<file path="config.mk">
export PLATFORM = sky130hd
export DESIGN_NAME = if_fetch_unit
export DESIGN_NICKNAME = d
export VERILOG_FILES = /design/src/rtl/if_fetch_unit.sv
export SDC_FILE = /design/constraint.sdc
export NUM_CORES = 1
export LEC_CHECK = 0
export CORE_MARGIN = 2
export CORE_UTILIZATION = 39
export DETAILED_ROUTE_END_ITERATION = 8
export PLACE_DENSITY = 0.71
export SLEW_MARGIN = 10
export SYNTH_ARGS = -nofsm -noshare
export SYNTH_HDL_FRONTEND = slang
export SYNTH_SLANG_ARGS = --single-unit
</file>
<file path="constraint.sdc">
create_clock -name clk -period 11.91 [get_ports clk]
set_input_delay 2.382 -clock clk [delete_from_list [all_inputs] [get_ports clk]]
set_output_delay 2.382 -clock clk [all_outputs]
set_load 0.03 [all_outputs]
</file>
<file path="src/rtl/if_fetch_unit.sv">
// Instruction-fetch stage: owns the fetch PC, keeps one imem request in flight and fills the IF/ID slot.
// Optional IF_MISALIGN_TRAP_EN adds if_misaligned and traps fetches from a misaligned PC.
module if_fetch_unit #(
    parameter logic [63:0] RESET_PC = 64'h0
) (
    input  logic        clk,
    input  logic        rst,
    input  logic        stall_i,
    input  logic        redirect_valid,
    input  logic [63:0] redirect_pc,
    output logic        imem_req_valid,
    input  logic        imem_req_ready,
    output logic [63:0] imem_addr,
    input  logic        imem_resp_valid,
    input  logic [31:0] imem_resp_data,
`ifdef IF_MISALIGN_TRAP_EN
    output logic        if_misaligned,
`endif
    output logic        if_valid,
    output logic [63:0] if_pc,
    output logic [31:0] if_inst
);

    typedef enum logic [1:0] {
        REQ   = 2'd0,
        WAIT  = 2'd1,
        DRAIN = 2'd2,
        HALT  = 2'd3
    } state_t;

    state_t      state;
    state_t      next_state;
    logic [63:0] pc;
    logic        slot_free;
    logic        trap;
    logic        resp_take;

    // A request may only go out when its response is guaranteed an empty slot.
    assign slot_free = !if_valid || !stall_i;
    assign resp_take = (state == WAIT) && imem_resp_valid && !redirect_valid;

`ifdef IF_MISALIGN_TRAP_EN
    assign trap = (state == REQ) && !redirect_valid && slot_free && (pc[1:0] != 2'b00);
`else
    assign trap = 1'b0;
`endif

    // NOTE: sequential state uses non-blocking assignments so every register samples pre-edge values.
    always_ff @(posedge clk or posedge rst) begin
        if (rst) begin
            state <= REQ;
        end else begin
            state <= next_state;
        end
    end

    always_comb begin
        // NOTE: default first so no path leaves next_state unassigned and infers a latch.
        next_state = state;
        case (state)
            REQ: begin
                if (redirect_valid) begin
                    next_state = REQ;
                end else if (trap) begin
                    next_state = HALT;
                end else if (imem_req_valid && imem_req_ready) begin
                    next_state = WAIT;
                end
            end
            WAIT: begin
                if (redirect_valid) begin
                    next_state = imem_resp_valid ? REQ : DRAIN;
                end else if (imem_resp_valid) begin
                    next_state = REQ;
                end
            end
            // The response that retires a drain may coincide with another redirect; pc still updates.
            DRAIN: begin
                if (imem_resp_valid) begin
                    next_state = REQ;
                end
            end
            HALT: begin
                if (redirect_valid) begin
                    next_state = REQ;
                end
            end
            default: next_state = REQ;
        endcase
    end

    always_comb begin
        imem_addr      = {pc[63:2], 2'b00};
        imem_req_valid = !rst && (state == REQ) && !redirect_valid && slot_free && !trap;
    end

    always_ff @(posedge clk or posedge rst) begin
        if (rst) begin
            pc       <= RESET_PC;
            if_valid <= 1'b0;
            if_pc    <= 64'h0;
            if_inst  <= 32'h0;
`ifdef IF_MISALIGN_TRAP_EN
            if_misaligned <= 1'b0;
`endif
        end else begin
            if (if_valid && !stall_i) begin
                if_valid <= 1'b0;
`ifdef IF_MISALIGN_TRAP_EN
                if_misaligned <= 1'b0;
`endif
            end
            if (redirect_valid) begin
                pc       <= redirect_pc;
                if_valid <= 1'b0;
`ifdef IF_MISALIGN_TRAP_EN
                if_misaligned <= 1'b0;
`endif
            end else if (resp_take) begin
                if_valid <= 1'b1;
                if_pc    <= pc;
                if_inst  <= imem_resp_data;
                pc       <= pc + 64'd4;
            end else if (trap) begin
                if_valid <= 1'b1;
                if_pc    <= pc;
                if_inst  <= 32'h0;
`ifdef IF_MISALIGN_TRAP_EN
                if_misaligned <= 1'b1;
`endif
            end
        end
    end

endmodule

</file>
======== After elaboration in Yosys (flattened, before gate mapping) ========
Index checks and enable logic that the tools add are counted.
word-level totals
  input port bits ......................... 102
  flip-flop bits (word level) ............. 163
  output and inout port bits .............. 162
  logic and storage cells ................. 41
cells by class
  bitwise logic cells ..................... 1
  reductions and logical operators ........ 17
  add/sub/neg operators ................... 1
  equal/unequal tests ..................... 5
  multiplexer cells ....................... 12
operators by type and width
  operator                                       count
  two-way mux 64 bit                             2
  adder 64 x 3 -> 64 bit, second input constant  1
  two-way mux 2 bit                              6
  one-hot mux 2 bit (4 select lines)             1
  logical AND 1 bit                              7
  == test 2 bit, second input constant           2
  zero test 1 bit                                4
  AND reduction 2 bit                            2
  two-way mux 1 bit                              3
  inequality test 3 bit, second input constant   1
  nonzero test 3 bit                             1
  == test 2 x 1 -> 1 bit, second input constant  1
  zero test 2 bit                                1
  inequality test 2 bit, second input constant   1
  nonzero test 2 bit                             1
  logical OR 1 bit                               1
  NOT 1 bit                                      1

======== Depth between registers and ports, before layout ========
Gate-level depths: netlist of run 1.
  word-level depth ........................ 8
  depth in mapped cells ................... 7

======== Worst setup path before layout of run 1 ========
OpenSTA, ideal clock, no wires.
  kind .................................... input -> output
  start point ............................. input port redirect_valid
  end point ............................... output port imem_req_valid
  data arrival time ....................... 3723 ps
  stages on the path ...................... 4
  buffers on the path ..................... 3
  slack ................................... 5805 ps
  cells stage by stage .................... clkbuf_1 > clkbuf_1 > buf_1 > nor3b_1
on the way
  longest elaborated chain between the ends .. 3
ends and longest elaborated chain
  item                             RTL line  text
  start, declared                  9         input logic redirect_valid,
  zero test 1 bit                  94        imem_req_valid = !rst && (state == REQ) && !redirect_valid && slot_free && !trap;
  logical AND 1 bit (2 in series)  94
  end, declared                    11        output logic imem_req_valid,
Every way passes these cells.

======== Worst setup path in the final report of run 1 ========
  start point ............................. input port rst
  end point ............................... output port imem_req_valid
on the way
  longest elaborated chain between the ends .. 4
ends and longest elaborated chain
  item                              RTL line  text
  start, declared                   7         input logic rst,
  zero test 1 bit (no source line)  -
  logical AND 1 bit (3 in series)   94
Every way passes these cells.

==> results of run 1 <==
==> synth_stat cells, types with 3 or more instances <==
| cell type | count | area (um^2) |
|---|---|---|
| mux2i_1 | 5 | 50.1 |
| nor2_1 | 43 | 161 |
| or4_1 | 7 | 52.6 |
| o31a_1 | 5 | 43.8 |
| nand3b_1 | 3 | 22.5 |
| mux2_2 | 101 | 1140 |
| dfrtp_1 | 163 | 4080 |
| or3_1 | 11 | 68.8 |
| o31ai_1 | 5 | 37.5 |
| nand2_1 | 58 | 218 |
| nand4_1 | 36 | 225 |
| nand2b_1 | 3 | 18.8 |
| o21ai_0 | 46 | 230 |
| and2_1 | 5 | 31.3 |
| buf_2 | 5 | 25.0 |
| inv_1 | 9 | 33.8 |
| nand3_1 | 33 | 165 |
| a21oi_1 | 4 | 20.0 |
| buf_4 | 64 | 480 |
| a211o_1 | 4 | 35.0 |
| a31oi_1 | 20 | 125 |
| xor2_1 | 23 | 201 |
| nor3_1 | 8 | 40.0 |
| and3_1 | 5 | 31.3 |
| nor4_1 | 12 | 75.1 |
| clkbuf_1 | 18 | 67.6 |
| xnor2_1 | 10 | 87.6 |
==> critical path, cell delays in order <==
cell and delay, ns:
clkdlybuf4s50_1 0.48, a211oi_1 0.26, nor3b_1 0.23, clkdlybuf4s50_1 0.71
==> logic make-up (layout without fill, tap and decap cells) <==
| kind of cell | after synthesis | count (layout) | synth area share [%] |
|---|---|---|---|
| AO/OA/AOI/OAI | 91 | 91 | 6.85 |
| XOR/XNOR | 33 | 33 | 3.60 |
| adder cells (fa/ha/maj) | 1 | 1 | 0.156 |
| buffers and inverters | 100 | 307 | 7.75 |
| flip-flops | 163 | 163 | 50.8 |
| multiplexers | 106 | 106 | 14.8 |
| other | 1 | 5 | 0.0467 |
| AND/OR/NAND/NOR | 240 | 240 | 16.1 |
==> metal layers <==
metal  track usage (%)  vias to the layer above  share of wire (%)
met3              7.07                       32                8.3
met2              31.1                      240                 45
met1              27.6                     3067                 44
li1                  -                     2983                  -
met5                 0                        -                  0
met4              6.44                        0                2.1
==> path summary, 6_finish.rpt <==
path / to / slack (ns) / cells past startpoint
max: imem_req_valid / 5.47 / 4
min: if_inst[4] / 0.50 / 1
min in group asynchronous: if_inst[28] / 2.53 / 2
min reg2reg: if_inst[4] / 0.50 / 1
max in group asynchronous: if_pc[39] / 7.92 / 3
max reg2reg: if_pc[1] / 8.42 / 4
==> flip-flops by register name, indices dropped and copies added (netlist names) <==
name,count
if_pc,64
if_inst,32
state,2
if_valid,1
pc,64
==> metrics by stage <==
step | utilization, % | power (mW) | worst slack, ns | instance area (um^2)
3_5_place_dp | 51.6 | 1.54 | 5.47 | 10400
3_3_place_gp | 51.6 | 1.52 | 5.48 | 10400
4_1_cts | 54.5 | 2.09 | 5.45 | 11000
6_report | 54.5 | 2.07 | 5.47 | 11000
5_1_grt | 54.5 | 2.16 | 5.32 | 11000
2_1_floorplan | - | 1.22 | 5.12 | 8040
==> power groups by stage <==
stage / registers (mW) / logic, mW / clock network (mW)
2_1_floorplan: 0.991 / 0.225 / 0
3_3_place_gp: 0.782 / 0.741 / 0
3_5_place_dp: 0.787 / 0.749 / 0
4_1_cts: 0.779 / 0.751 / 0.555
5_1_grt: 0.797 / 0.781 / 0.584
6_report: 0.777 / 0.744 / 0.546
==> final cells by class <==
| cell class | instances | area, um^2 |
|---|---|---|
| multi-input combinational | 473 | 3350 |
| antenna | 3 | 7.51 |
| sequential | 163 | 4080 |
| clock inverter | 12 | 130 |
| fill | 1776 | 9210 |
| inverter | 10 | 42.5 |
| timing repair buffer | 265 | 2640 |
| clock buffer | 20 | 447 |
| tap | 270 | 338 |
==> impl_metrics.env, run 1 <==
export IMPL_syn_area_per_cell_um2=10.9
export IMPL_power_density_mw_per_mm2=188
export IMPL_antenna_found_initial=2
export IMPL_skew_ns=0.0128
export IMPL_grt_pass1_vias=6281
export IMPL_leakage_nw=4.33
export IMPL_drt_total_wl_mm=22.0
export IMPL_pin_count=264
export IMPL_final_common_cell="clkdlybuf4s50_1"
export IMPL_clock_latency_ns=0.43
export IMPL_synth_seq_cells=163
export IMPL_cts_hold_fix_buffers=0
export IMPL_final_cell_mix="clkdlybuf4s50_1 (260), dfrtp_1 (163), mux2_2 (101)"
export IMPL_clk_path_buf_depth=2
export IMPL_min_from="if_inst[4]"
export IMPL_maxSlewHeadroom_pct=31.1
export IMPL_gp_congestion=0.877
export IMPL_grt_remaining_overflow=0
export IMPL_cap_viol_max_count=0
export IMPL_cts_tree="yes"
export IMPL_seqPwrFrac_pct=37.6
export IMPL_synthCells=735
export IMPL_synth_cell_types=50
export IMPL_htreeDepth=4
export IMPL_synth_ff_type="dfrtp_1"
export IMPL_dp_hpwl_mm=15.8
export IMPL_fin_crit_sh_pct=54.1
export IMPL_dieArea_mm2=0.0218
export IMPL_finalNonFillerCells=1216
export IMPL_finalMaxSlewViolations=0
export IMPL_cts_setup_buffers=0
export IMPL_tightestPinTransition_ns=1.03
export IMPL_firstDrtPassIters=5
export IMPL_timing_final_setup_violations=0
export IMPL_clk_pin_slew_ns=0.06
export IMPL_coreArea_mm2=0.0202
export IMPL_sw_frac_of_total_pct=35.0
export IMPL_synth_edff_count=0
export IMPL_layout_drive_gt1_share_pct=15.7
export IMPL_fp_dieW_um=148
export IMPL_dr_total_vias=6322
export IMPL_min_path_type="reg -> reg"
export IMPL_via_per_inst=5.20
export IMPL_portBuffers=261
export IMPL_outcome="finished clean"
export IMPL_cts_sinks=163
export IMPL_peakVddDrop_v=0.000101
export IMPL_drt_iter0_drc=409
export IMPL_ant_nets=0
export IMPL_wl_per_cell_um=18.1
export IMPL_endpoint_kind="output port"
export IMPL_numCtsBuffers=17
export IMPL_hold_viol=0
export IMPL_final_nets=1033
export IMPL_pwr_share_comb_pct=36.0
export IMPL_rsz0062_at_grt="false"
export IMPL_criticalPathCategory="in -> out"
export IMPL_die_h_um=148
export IMPL_tns_ns=0
export IMPL_power_switching_mw=0.724
export IMPL_cts_resized=0
export IMPL_cp_arrival_ns=4.06
export IMPL_cp_start_kind="input pin"
export IMPL_async_flop_share_pct=100
export IMPL_cts_root_buf="clkbuf_16"
export IMPL_grt_pass1_wl_mm=35.1
export IMPL_drc=0
export IMPL_worst_ep_required_time_ns=9.53
export IMPL_start_util_pct=39.7
export IMPL_track_usage_pct=20.4
export IMPL_place_inst=1181
export IMPL_cp_max_fo=2
export IMPL_p_int_mw=1.34
export IMPL_critPathLaunch="rst"
export IMPL_grt_max_degree=93
export IMPL_yosys_warnings=0
export IMPL_area_delta_synth_final_pct=37.2
export IMPL_pwr_share_clk_pct=26.4
export IMPL_rr_startpoint="state[1]"
export IMPL_holdWs_ns=0.504
export IMPL_layout_min_cycle_time_ns=6.44
export IMPL_rows=52
export IMPL_yosysSeqAreaShare_pct=50.8
export IMPL_clock_fmax_mhz=155
export IMPL_netlist_area_mm2=0.00804
No activity file was read; power rests on OpenSTA's default activity.
==> run 2: changes to the inputs <==
--- a/config.mk
+++ b/config.mk
@@ -8,7 +8,7 @@
 export CORE_MARGIN = 2
 export CORE_UTILIZATION = 39
 export DETAILED_ROUTE_END_ITERATION = 8
-export PLACE_DENSITY = 0.71
+export PLACE_DENSITY = 0.73
 export SLEW_MARGIN = 10
 export SYNTH_ARGS = -nofsm -noshare
 export SYNTH_HDL_FRONTEND = slang
==> constraint.sdc (replaced) <==
create_clock -name clk -period 5.72 [get_ports clk]
set_input_delay 1.144 -clock clk [delete_from_list [all_inputs] [get_ports clk]]
set_output_delay 1.144 -clock clk [all_outputs]
set_load 0.03 [all_outputs]
==> impl_metrics.env, run 2 (synthesized netlist as in run 1, its figures left out) <==
export IMPL_diodes=0
export IMPL_clk_path_buf_depth=2
export IMPL_clock_latency_ns=0.43
export IMPL_area_delta_synth_final_pct=37.3
export IMPL_htreeDepth=4
export IMPL_reg_top3="if_pc: 64 flops, pc: 64 flops, if_inst: 32 flops"
export IMPL_grt_pass1_vias=6282
export IMPL_dp_hpwl_mm=16.3
export IMPL_criticalPathCategory="in -> out"
export IMPL_cts_sinks=163
export IMPL_peakVddDrop_v=0.000212
export IMPL_finalMaxSlewViolations=0
export IMPL_skew_ns=0.0151
export IMPL_outcome="finished clean"
export IMPL_clock_fmax_mhz=248
export IMPL_ant_nets=0
export IMPL_antenna_found_initial=1
export IMPL_dieArea_mm2=0.0218
export IMPL_cp_max_fo=2
export IMPL_start_util_pct=39.7
export IMPL_final_nets=1035
export IMPL_grt_max_degree=111
export IMPL_cts_resized=0
export IMPL_final_cell_mix="clkdlybuf4s50_1 (260), dfrtp_1 (163), mux2_2 (101)"
export IMPL_tightestPinTransition_ns=1.01
export IMPL_dr_total_vias=6429
export IMPL_cp_start_kind="input pin"
export IMPL_pin_count=264
export IMPL_p_int_mw=2.76
export IMPL_via_per_inst=5.29
export IMPL_min_path_type="reg -> reg"
export IMPL_portBuffers=261
export IMPL_layout_drive_gt1_share_pct=16.1
export IMPL_cts_hold_fix_buffers=0
export IMPL_gp_congestion=0.880
export IMPL_endpoint_kind="output port"
export IMPL_pwr_share_comb_pct=36.2
export IMPL_seqPwrFrac_pct=37.8
export IMPL_rsz0062_at_grt="false"
export IMPL_clk_pin_slew_ns=0.07
export IMPL_grt_remaining_overflow=0
export IMPL_hold_viol=0
export IMPL_sw_frac_of_total_pct=35.7
export IMPL_final_common_cell="clkdlybuf4s50_1"
export IMPL_firstDrtPassIters=5
export IMPL_cts_setup_buffers=0
export IMPL_worst_ep_required_time_ns=4.58
export IMPL_cp_arrival_ns=2.88
export IMPL_maxSlewHeadroom_pct=33.0
export IMPL_drc=0
export IMPL_fin_crit_sh_pct=70.4
export IMPL_die_h_um=148
export IMPL_wl_per_cell_um=18.4
export IMPL_drt_iter0_drc=426
export IMPL_drt_total_wl_mm=22.4
export IMPL_fp_dieW_um=148
export IMPL_leakage_nw=4.34
export IMPL_fin_area_mm2=0.0110
export IMPL_grt_pass1_wl_mm=35.2
export IMPL_tns_ns=0
export IMPL_timing_final_setup_violations=0
export IMPL_placed_area_mm2=0.0105
export IMPL_pwr_share_clk_pct=26.0
export IMPL_numCtsBuffers=17
export IMPL_layout_min_cycle_time_ns=4.03
export IMPL_cts_tree="yes"
export IMPL_rows=52
export IMPL_cts_root_buf="clkbuf_16"
export IMPL_coreArea_mm2=0.0202
export IMPL_track_usage_pct=20.4
export IMPL_power_switching_mw=1.53
export IMPL_cap_viol_max_count=0
export IMPL_power_density_mw_per_mm2=389
==> run 2: changes by cell type in the layout (fill, tap and decap cells not counted), sizes merged <==
| cell | before | now |
|---|---|---|
| clkbuf | 20 | 18 |
| buf | 5 | 7 |
| bufinv | 2 | 1 |
| diode | 3 | 0 |
| inv | 11 | 14 |
==> run 2: critical path: stages <==
cell and delay [ns]:
clkdlybuf4s50_1 0.49, a211oi_1 0.25, nor3b_1 0.28, clkdlybuf4s50_1 0.72
==> run 2: power by group through the flow <==
stage | Sequential, mW | Combinational, mW | Clock (mW)
after detailed placement | 1.64 | 1.56 | 0
after global routing | 1.66 | 1.63 | 1.19
after CTS | 1.62 | 1.57 | 1.13
after floorplan | 2.06 | 0.469 | 0
after global placement | 1.63 | 1.55 | 0
final | 1.62 | 1.56 | 1.12
==> run 2: layer usage <==
layer	up-vias	wire length [um]	global-route usage [%]
met3	29	1810	6.33
met4	2	335	5.05
met1	3136	9690	27.6
met2	282	10500	32.2
li1	2980	-	-
met5	-	10	0
==> run 2: cell type report <==
cell class | instances | area (um^2)
inverter | 10 | 42.5
timing repair buffer | 267 | 2670
sequential | 163 | 4080
clock inverter | 14 | 126
multi-input combinational | 473 | 3350
clock buffer | 18 | 439
tap | 270 | 338
fill | 1798 | 9200
==> run 2: path summary, 6_finish.rpt <==
| kind | startpoint | end | slack (ns) | cells past startpoint |
|---|---|---|---|---|
| min in group asynchronous | rst | if_pc[44] | 1.35 | 2 |
| min | if_inst[26] | if_inst[26] | 0.50 | 1 |
| max in group asynchronous | rst | if_pc[38] | 3.35 | 3 |
| max | rst | imem_req_valid | 1.69 | 4 |
| max reg2reg | state[1] | pc[52] | 2.67 | 5 |
| min reg2reg | if_inst[26] | if_inst[26] | 0.50 | 1 |
==> run 2: stage by stage <==
stage	power [mW]	instances	worst slack, ns	utilization, %	hold WS, ns
5_1_grt	4.47	1215	1.59	54.5	0.512
2_1_floorplan	2.53	736	0.171	-	0.475
3_5_place_dp	3.21	1183	1.49	51.7	0.494
6_report	4.29	1215	1.69	54.5	0.505
4_1_cts	4.32	1215	1.66	54.5	0.508
3_3_place_gp	3.18	1183	1.65	51.7	0.487
